$ cat config.mk
export PLATFORM = sky130hd
export DESIGN_NAME = alu_dispatch
export DESIGN_NICKNAME = d
export VERILOG_FILES = /design/src/rtl/alu_dispatch.sv
export SDC_FILE = /design/constraint.sdc
export NUM_CORES = 1
export LEC_CHECK = 0
export CAP_MARGIN = 20
export CORE_AREA = 4 4 115 84
export DETAILED_ROUTE_END_ITERATION = 6
export DIE_AREA = 0 0 119 88
export PLACE_DENSITY = 0.72
export SYNTH_ARGS = -nofsm -noshare
export SYNTH_HDL_FRONTEND = slang
export SYNTH_SLANG_ARGS = --single-unit
$ cat constraint.sdc
create_clock -name clk -period 2.2 [get_ports clk]
set_clock_uncertainty 0.05 [all_clocks]
set_input_delay 0.44 -clock clk [delete_from_list [all_inputs] [get_ports clk]]
set_output_delay 0.44 -clock clk [all_outputs]
set_load 0.02 [all_outputs]
$ cat src/rtl/alu_dispatch.sv
// Issue stage for the 8-bit compare/logic ALU: op FIFO, head drives the ALU, result is registered.
// Latency: op pushed at edge N into an idle block is captured at edge N+1; 1 op/cycle sustained.
// Backpressure: in_ready = !full (no same-cycle pop credit); out_ready low stalls result and pops.
// Optional ALU_ERR_CNT_EN adds a saturating illegal-op counter on err_cnt.

module alu_dispatch_fifo #(
    parameter int W     = 20,
    parameter int DEPTH = 4,
    parameter int PTR_W = 2
) (
    input  logic             clk,
    input  logic             rst,
    input  logic             push,
    input  logic             pop,
    input  logic [W-1:0]     wdat,
    output logic [W-1:0]     rdat,
    output logic [PTR_W:0]   lvl,
    output logic             full,
    output logic             empty
);
    logic [W-1:0]     mem [DEPTH];
    logic [PTR_W-1:0] wr_ptr;
    logic [PTR_W-1:0] rd_ptr;

    // Storage carries no reset; only the pointers and level define validity.
    always_ff @(posedge clk) begin
        if (push) begin
            mem[wr_ptr] <= wdat;
        end
    end

    always_ff @(posedge clk) begin
        if (rst) begin
            wr_ptr <= '0;
            rd_ptr <= '0;
            lvl    <= '0;
        end else begin
            if (push) begin
                wr_ptr <= wr_ptr + 1'b1;
            end
            if (pop) begin
                rd_ptr <= rd_ptr + 1'b1;
            end
            case ({push, pop})
                2'b10:   lvl <= lvl + 1'b1;
                2'b01:   lvl <= lvl - 1'b1;
                default: lvl <= lvl;
            endcase
        end
    end

    assign rdat  = mem[rd_ptr];
    assign full  = (lvl == (PTR_W+1)'(DEPTH));
    assign empty = (lvl == '0);
endmodule

module alu_dispatch #(
    parameter int DEPTH = 4,
    parameter int PTR_W = 2
) (
    input  logic             clk,
    input  logic             rst,
    input  logic             in_valid,
    output logic             in_ready,
    input  logic [7:0]       in_a,
    input  logic [7:0]       in_b,
    input  logic [3:0]       in_ctrl,
    output logic [7:0]       alu_a,
    output logic [7:0]       alu_b,
    output logic [3:0]       alu_ctrl,
    input  logic [7:0]       alu_s,
    output logic             out_valid,
    input  logic             out_ready,
    output logic [7:0]       out_s,
    output logic             out_err,
    output logic [PTR_W:0]   fifo_lvl
`ifdef ALU_ERR_CNT_EN
    ,
    output logic [7:0]       err_cnt
`endif
);
    typedef struct packed {
        logic [7:0] a;
        logic [7:0] b;
        logic [3:0] ctrl;
    } op_t;

    op_t  in_op;
    op_t  head;
    logic full;
    logic empty;
    logic push;
    logic pop;
    logic legal;

    assign in_op = '{a: in_a, b: in_b, ctrl: in_ctrl};

    // in_ready depends only on registered level, so no ready->ready combinational path.
    assign in_ready = !full;
    assign push     = in_valid && !full;
    assign pop      = !empty && (!out_valid || out_ready);

    alu_dispatch_fifo #(
        .W     ($bits(op_t)),
        .DEPTH (DEPTH),
        .PTR_W (PTR_W)
    ) u_fifo (
        .clk   (clk),
        .rst   (rst),
        .push  (push),
        .pop   (pop),
        .wdat  (in_op),
        .rdat  (head),
        .lvl   (fifo_lvl),
        .full  (full),
        .empty (empty)
    );

    assign alu_a    = empty ? 8'h00 : head.a;
    assign alu_b    = empty ? 8'h00 : head.b;
    assign alu_ctrl = empty ? 4'd0  : head.ctrl;
    assign legal    = (alu_ctrl >= 4'd2) && (alu_ctrl <= 4'd11);

    always_ff @(posedge clk) begin
        if (rst) begin
            out_valid <= 1'b0;
            out_s     <= 8'h00;
            out_err   <= 1'b0;
        end else if (pop) begin
            out_valid <= 1'b1;
            if (legal) begin
                out_s   <= alu_s;
                out_err <= 1'b0;
            end else begin
                out_s   <= 8'h00;
                out_err <= 1'b1;
            end
        end else if (out_ready) begin
            // Nothing to refill the result register: drop valid, keep last data visible.
            out_valid <= 1'b0;
        end
    end

`ifdef ALU_ERR_CNT_EN
    always_ff @(posedge clk) begin
        if (rst) begin
            err_cnt <= 8'h00;
        end else if (pop && !legal && (err_cnt != 8'hFF)) begin
            err_cnt <= err_cnt + 1'b1;
        end
    end
`endif
endmodule

# After elaboration in Yosys (flattened, before gate mapping)
# Memory sizes are Yosys's and may differ from the RTL's. A register that Yosys moved wholly into a read port is not among the register bits.
# Cells that the tools add are included.
[totals]
regBits = 17
latch_bits = 0
mem_bits_rw = 80
romBits = 0
input_bits = 32
output_inout_bits = 34
elab_cells = 38
mem_count = 1
[classes]
n_addsub = 4
n_mul = 0
n_div = 0
n_lt_le_gt_ge = 2
n_eq_ne = 3
shift = 0
mux = 12
n_bitwise = 0
reduce_logical = 10
[mem_list]
columns = ["name", "words", "width", "rd", "rd_clocked_by_memory_dff", "wr", "line_no", "rtl"]
rows = [
  ["u_fifo.mem", 4, 20, 1, 1, 1, "21", "logic [W-1:0] mem [DEPTH];"],
]
[ops]
columns = ["op", "n"]
rows = [
  ["$mux W8", 3],
  ["$pmux W3 S2", 1],
  ["$mux W1", 5],
  ["$add A2 B1 Y2 const B", 2],
  ["$ge A4 B2 Y1 const B", 1],
  ["$le A4 B4 Y1 const B", 1],
  ["$mux W2", 2],
  ["$mux W4", 1],
  ["$reduce_bool A2 Y1", 2],
  ["$add A3 B1 Y3 const B", 1],
  ["$eq A3 B3 Y1 const B", 1],
  ["$logic_and A1 B1 Y1", 3],
  ["$logic_not A1 Y1", 3],
  ["$logic_not A3 Y1", 1],
  ["$sub A3 B1 Y3 const B", 1],
  ["$eq A2 B1 Y1 const B", 1],
  ["$eq A2 B2 Y1 const B", 1],
  ["$logic_or A1 B1 Y1", 1],
]

# Depth between registers and ports, before layout
[logic_depth]
word_depth = 5
mapped_depth = 9
ltp_nobuf = 9

# Modules after synthesis
# From an unflattened synthesis, not the netlist that was laid out.
[unflattened]
cells_unflattened = 221
area_unflattened_um2 = 3960.0
[modules_own_cells]
columns = ["module", "instances", "cells_each", "area_per_inst_um2", "seq_area_each_um2"]
rows = [
  ["alu_dispatch_fifo", 1, 151, 3319.4, 2582.5],
  ["alu_dispatch", 1, 70, 640.6, 200.2],
]

# Worst setup path before layout
# No wires, ideal clock.
[synth_timing]
path_type = "register to register"
from = "register u_fifo.lvl[2]"
to = "register u_fifo.lvl[2]"
t_arrival_ns = 2.439
required_ns = 2.079
setup_slack_ns = -0.360
path_stages_with_launch = 10
n_path_buf = 0
period_less_slack_ns = 2.560
cell_sequence = "dfxtp_1 -> or3b_1 -> and2_1 -> inv_1 -> ha_1 -> inv_1 -> fa_1 -> xor2_1 -> or3_1 -> a21oi_1"
[synth_via]
elab_chain_len = 5
elab_cells_between_ends = 12
classes_between = "add/sub: 2; eq/ne: 3; mux: 1; reduce/logical: 6"
[synth_lines]
columns = ["item", "line_no", "rtl"]
rows = [
  ["from (decl)", "17", "output logic [PTR_W:0] lvl,"],
  ["from (signal assigned)", "45", "2'b10: lvl <= lvl + 1'b1;"],
  ["from (signal assigned)", "46", "2'b01: lvl <= lvl - 1'b1;"],
  ["from (signal assigned)", "47", "default: lvl <= lvl;"],
  ["$eq A3 B3 Y1 (*)", "53", "assign full = (lvl == (PTR_W+1)'(DEPTH));"],
  ["$logic_not A1 Y1 (*)", "--", ""],
  ["net in_ready", "64", "output logic in_ready,"],
  ["$logic_and A1 B1 Y1 (*)", "100", "assign push = in_valid && !full;"],
  ["$eq A2 B1 Y1 / $eq A2 B2 Y1 (equally long branches)", "44", "case ({push, pop})"],
  ["$pmux W3 S2 / $reduce_bool A2 Y1 (equally long branches)", "--", ""],
]
# Mark *: on every way through the listed nets, which the timed path passes. The rest lies on a longest branch.
# A chain may end at the register's enable or synchronous reset.

==> metrics.md <==
| Metric | Value |
|---|---|
| Syn avg cell area | `18.4 um^2` |
| Reg clk slew, reported paths | `0.06 ns` |
| Slew @ Worst Pin | `0.519 ns` |
| First-pass GRT wire length | `around 11,000 um` |
| Pin count of the biggest net entering global routing | `21` |
| Post-synthesis register bit count | `99` |
| IO buf count | `65` |
| Critical Path End | `alu_ctrl[1]` |
| Yosys top cell area share | `0.612` |
| DRT iter0 DRCs | `110` |
| Period utilisation layout | `1.01` |
| Drt total wl | `between 7000 and 8000 um` |
| Die height | `88 um` |
| Slew Viols, Final | `0` |
| Die width | `119 um` |
| Final-stage net count | `approximately 340` |
| Worst path arrival time | `1.74 ns` |
| Pwr dens | `~1300 nW/um^2` |
| Vias | `roughly 2,100` |
| Grt ovf | `0` |
| H-tree depth | `3` |
| Ys Warns | `0` |
| Global Route Usage Sum | `0.147` |
| Clock network fraction of total power | `0.195` |
| Post-synth top flop | `edfxtp_1` |
| Final Power | `0.00705 W` |
| R2R cell count | `9` |
| Fraction of registers with async set/reset | `0` |
| First-pass DRT Iterations | `4` |
| HP Start | `u_fifo.wr_ptr[1]` |
| Util after Layout | `0.626` |
| Die area | `10,500 um^2` |
| Net Switching | `0.00222 W` |
| Register area share after synthesis | `0.709` |
| Post-synth top cells | `80 x edfxtp_1, 22 x and2_1, 19 x dfxtp_1` |
| Worst R2R Start | `u_fifo.lvl[2]` |
| # DRC | `0` |
| Worst-path maximum fanout | `5` |
| Antenna Cells | `0` |
| Post-DR vias/cell | `4.89` |
| R2r endpoint | `u_fifo.lvl[2]` |
| Worst Path Required | `1.71 ns` |
| Routed length on met3 | `410 um` |
| DR WL met2 | `around 3600 um` |
| Max-cap violations | `0` |
| Drt wl/cell | `17.3 um` |
| Final WS setup | `-0.0308 ns` |
| Final hold vios | `0` |
| Crit Path Category | `flip-flop to output port` |
| HP Class | `flip-flop to flip-flop` |
| Number of CTS-inserted buffers | `9` |
| Worst slew margin | `0.653` |
| Seq pwr share | `0.348` |
| Pint | `just under 0.005 W` |
| Routed length on met1 | `3290 um` |
| Setup Viol. Count Final | `1` |
| Longest Clk Path Bufs | `2` |
| Post-CTS Hold Fix Bufs | `0` |
| VDD IR max | `0.000582 V` |
| Post-synth EDFFs | `80` |
| Post-DP HPWL | `4710 um` |
| Main area contributors after synthesis | `edfxtp_1 61%, dfxtp_1 9.7%, mux4_2 7.5%` |
| Starting Density | `0.465` |
| Area growth, synth to finish | `34.8%` |
| Share of post-route cells with drive strength above 1 | `0.357` |
| Sw Share | `0.316` |
| Post-Syn Instances | `213` |
| RSZ-0062 raised after global routing | `yes` |
| Syn_nets | `251` |
| Highest metal layer with signal wires | `met4` |
| TritonCTS clock tree | `built` |
| Most frequent cell after synthesis | `edfxtp_1` |
| Dominant cell type by area after synthesis | `edfxtp_1` |
| Final TNS setup | `-0.0308 ns` |
| Core Region | `between 8000 and 9000 um^2` |
| RD Place Congestion | `0.745` |
| Core Rows | `28` |
| Pre-CTS setup slack | `-0.209 ns` |
| Combinational share of power | `0.457` |
| Post-route ant nets | `0` |
| Clock insertion delay at the later pin of the skew report | `0.34 ns` |
| Mapped Area | `3920 um^2` |
| Pleak | `about 1.9 nW` |
| Outcome | `finished with violations` |
| # clock sinks | `just under 100` |
| Setup crit end kind | `output port` |
| Failing checks | `negative setup slack` |
| Vias in the first global route | `2,187` |
| Setup crit start kind | `flip-flop` |
| Ports | `66` |
| Fmax | `448 MHz` |
| Tmin final | `2.23 ns` |
| R2r setup slk | `0.02 ns` |
| Count of cell types in the netlist | `30` |
| Antenna violations before repair | `0` |
| Root buf cell | `clkbuf_16` |
## power groups by stage
stage,clock network [W],logic (W),registers [W]
floorplan,0,0.00164,0.00254
global placement,0,0.00295,0.00246
detailed placement,0,0.00297,0.00247
CTS,0.00142,0.00283,0.00244
global route,0.00150,0.00348,0.00248
finish,0.00137,0.00322,0.00245
## through the flow
| step | hold slack (ns) | std cells | area [um^2] |
|---|---|---|---|
| floorplan | 0.419 | 213 | 3960 |
| global placement | 0.436 | 411 | 4970 |
| detailed placement | 0.464 | 411 | 4970 |
| CTS | 0.474 | 427 | 5150 |
| global route | 0.498 | 428 | 5290 |
| finish | 0.472 | 428 | 5290 |
## cells by family after synthesis
kind of cell | synth area share
xor+xnor | 0.0112
fa+ha+maj | 0.0210
simple gates | 0.0839
mux | 0.142
buf+inv | 0.0201
compound gates | 0.0128
flops | 0.709
## sequential cells by signal, indices dropped and copies added, names as in the netlist, named ones only
register / flops
out_err: 1
out_valid: 1
u_fifo.rd_ptr: 2
out_s: 8
u_fifo.mem: 80
u_fifo.lvl: 3
u_fifo.wr_ptr: 2
## layer usage
layer  GRT usage  up-vias
met5           0        -
met4      0.0631        0
met3      0.0549        7
met2       0.236       57
met1       0.182     1037
li1            -      993
## layout by cell type (no fill, tap or decap), drive strengths merged
master	netlist	layout
nand2	2	2
and2	22	22
clkbuf	5	11
a21oi	4	4
dfxtp	19	19
nor2b	1	1
ha	5	5
and3	4	4
mux4	20	20
or3b	1	1
edfxtp	80	80
mux2i	8	8
or3	2	2
o211a	1	1
clkinvlp	0	1
xnor2	2	2
nor2	7	7
xor2	3	3
o21ba	1	1
clkdlybuf4s50	0	44
dlygate4sd2	0	1
nand3	1	1
fa	1	1
nor3	9	9
clkinv	0	5
o21ai	2	2
buf	5	43
nand2b	2	2
inv	6	6
## cell type report
type                       count  area, um^2
fill                         630        3160
timing repair buffer          89         961
sequential                    99        2790
tap                          120         150
multi-input combinational     98        1100
inverter                       6        25.0
clock buffer                  10         229
clock inverter                 6        32.5
## worst min-delay path by stage
stage,slack [ns],endpoint,cells past startpoint
after global placement,0.44,u_fifo.wr_ptr[1],2
after CTS,0.47,u_fifo.wr_ptr[1],2
after floorplan,0.42,u_fifo.wr_ptr[1],2
final,0.47,u_fifo.wr_ptr[1],2
after detailed placement,0.46,u_fifo.wr_ptr[1],2
after global routing,0.50,u_fifo.wr_ptr[1],2
## worst max-delay path, cell delays in order, from the launching register on
cell       delay (ns)
dfxtp_4          0.41
clkbuf_16        0.16
mux4_2           0.54
and2_4           0.17
buf_6            0.12
## timing repair
item / in CTS / in global routing
pin swaps: 2 / 14
buffers inserted: 0 / 0
cloned: 0 / 1
gates resized for setup: 93 / 50
setup endpoints to repair: 21 / 21
No activity file was read; power rests on OpenSTA's default activity.
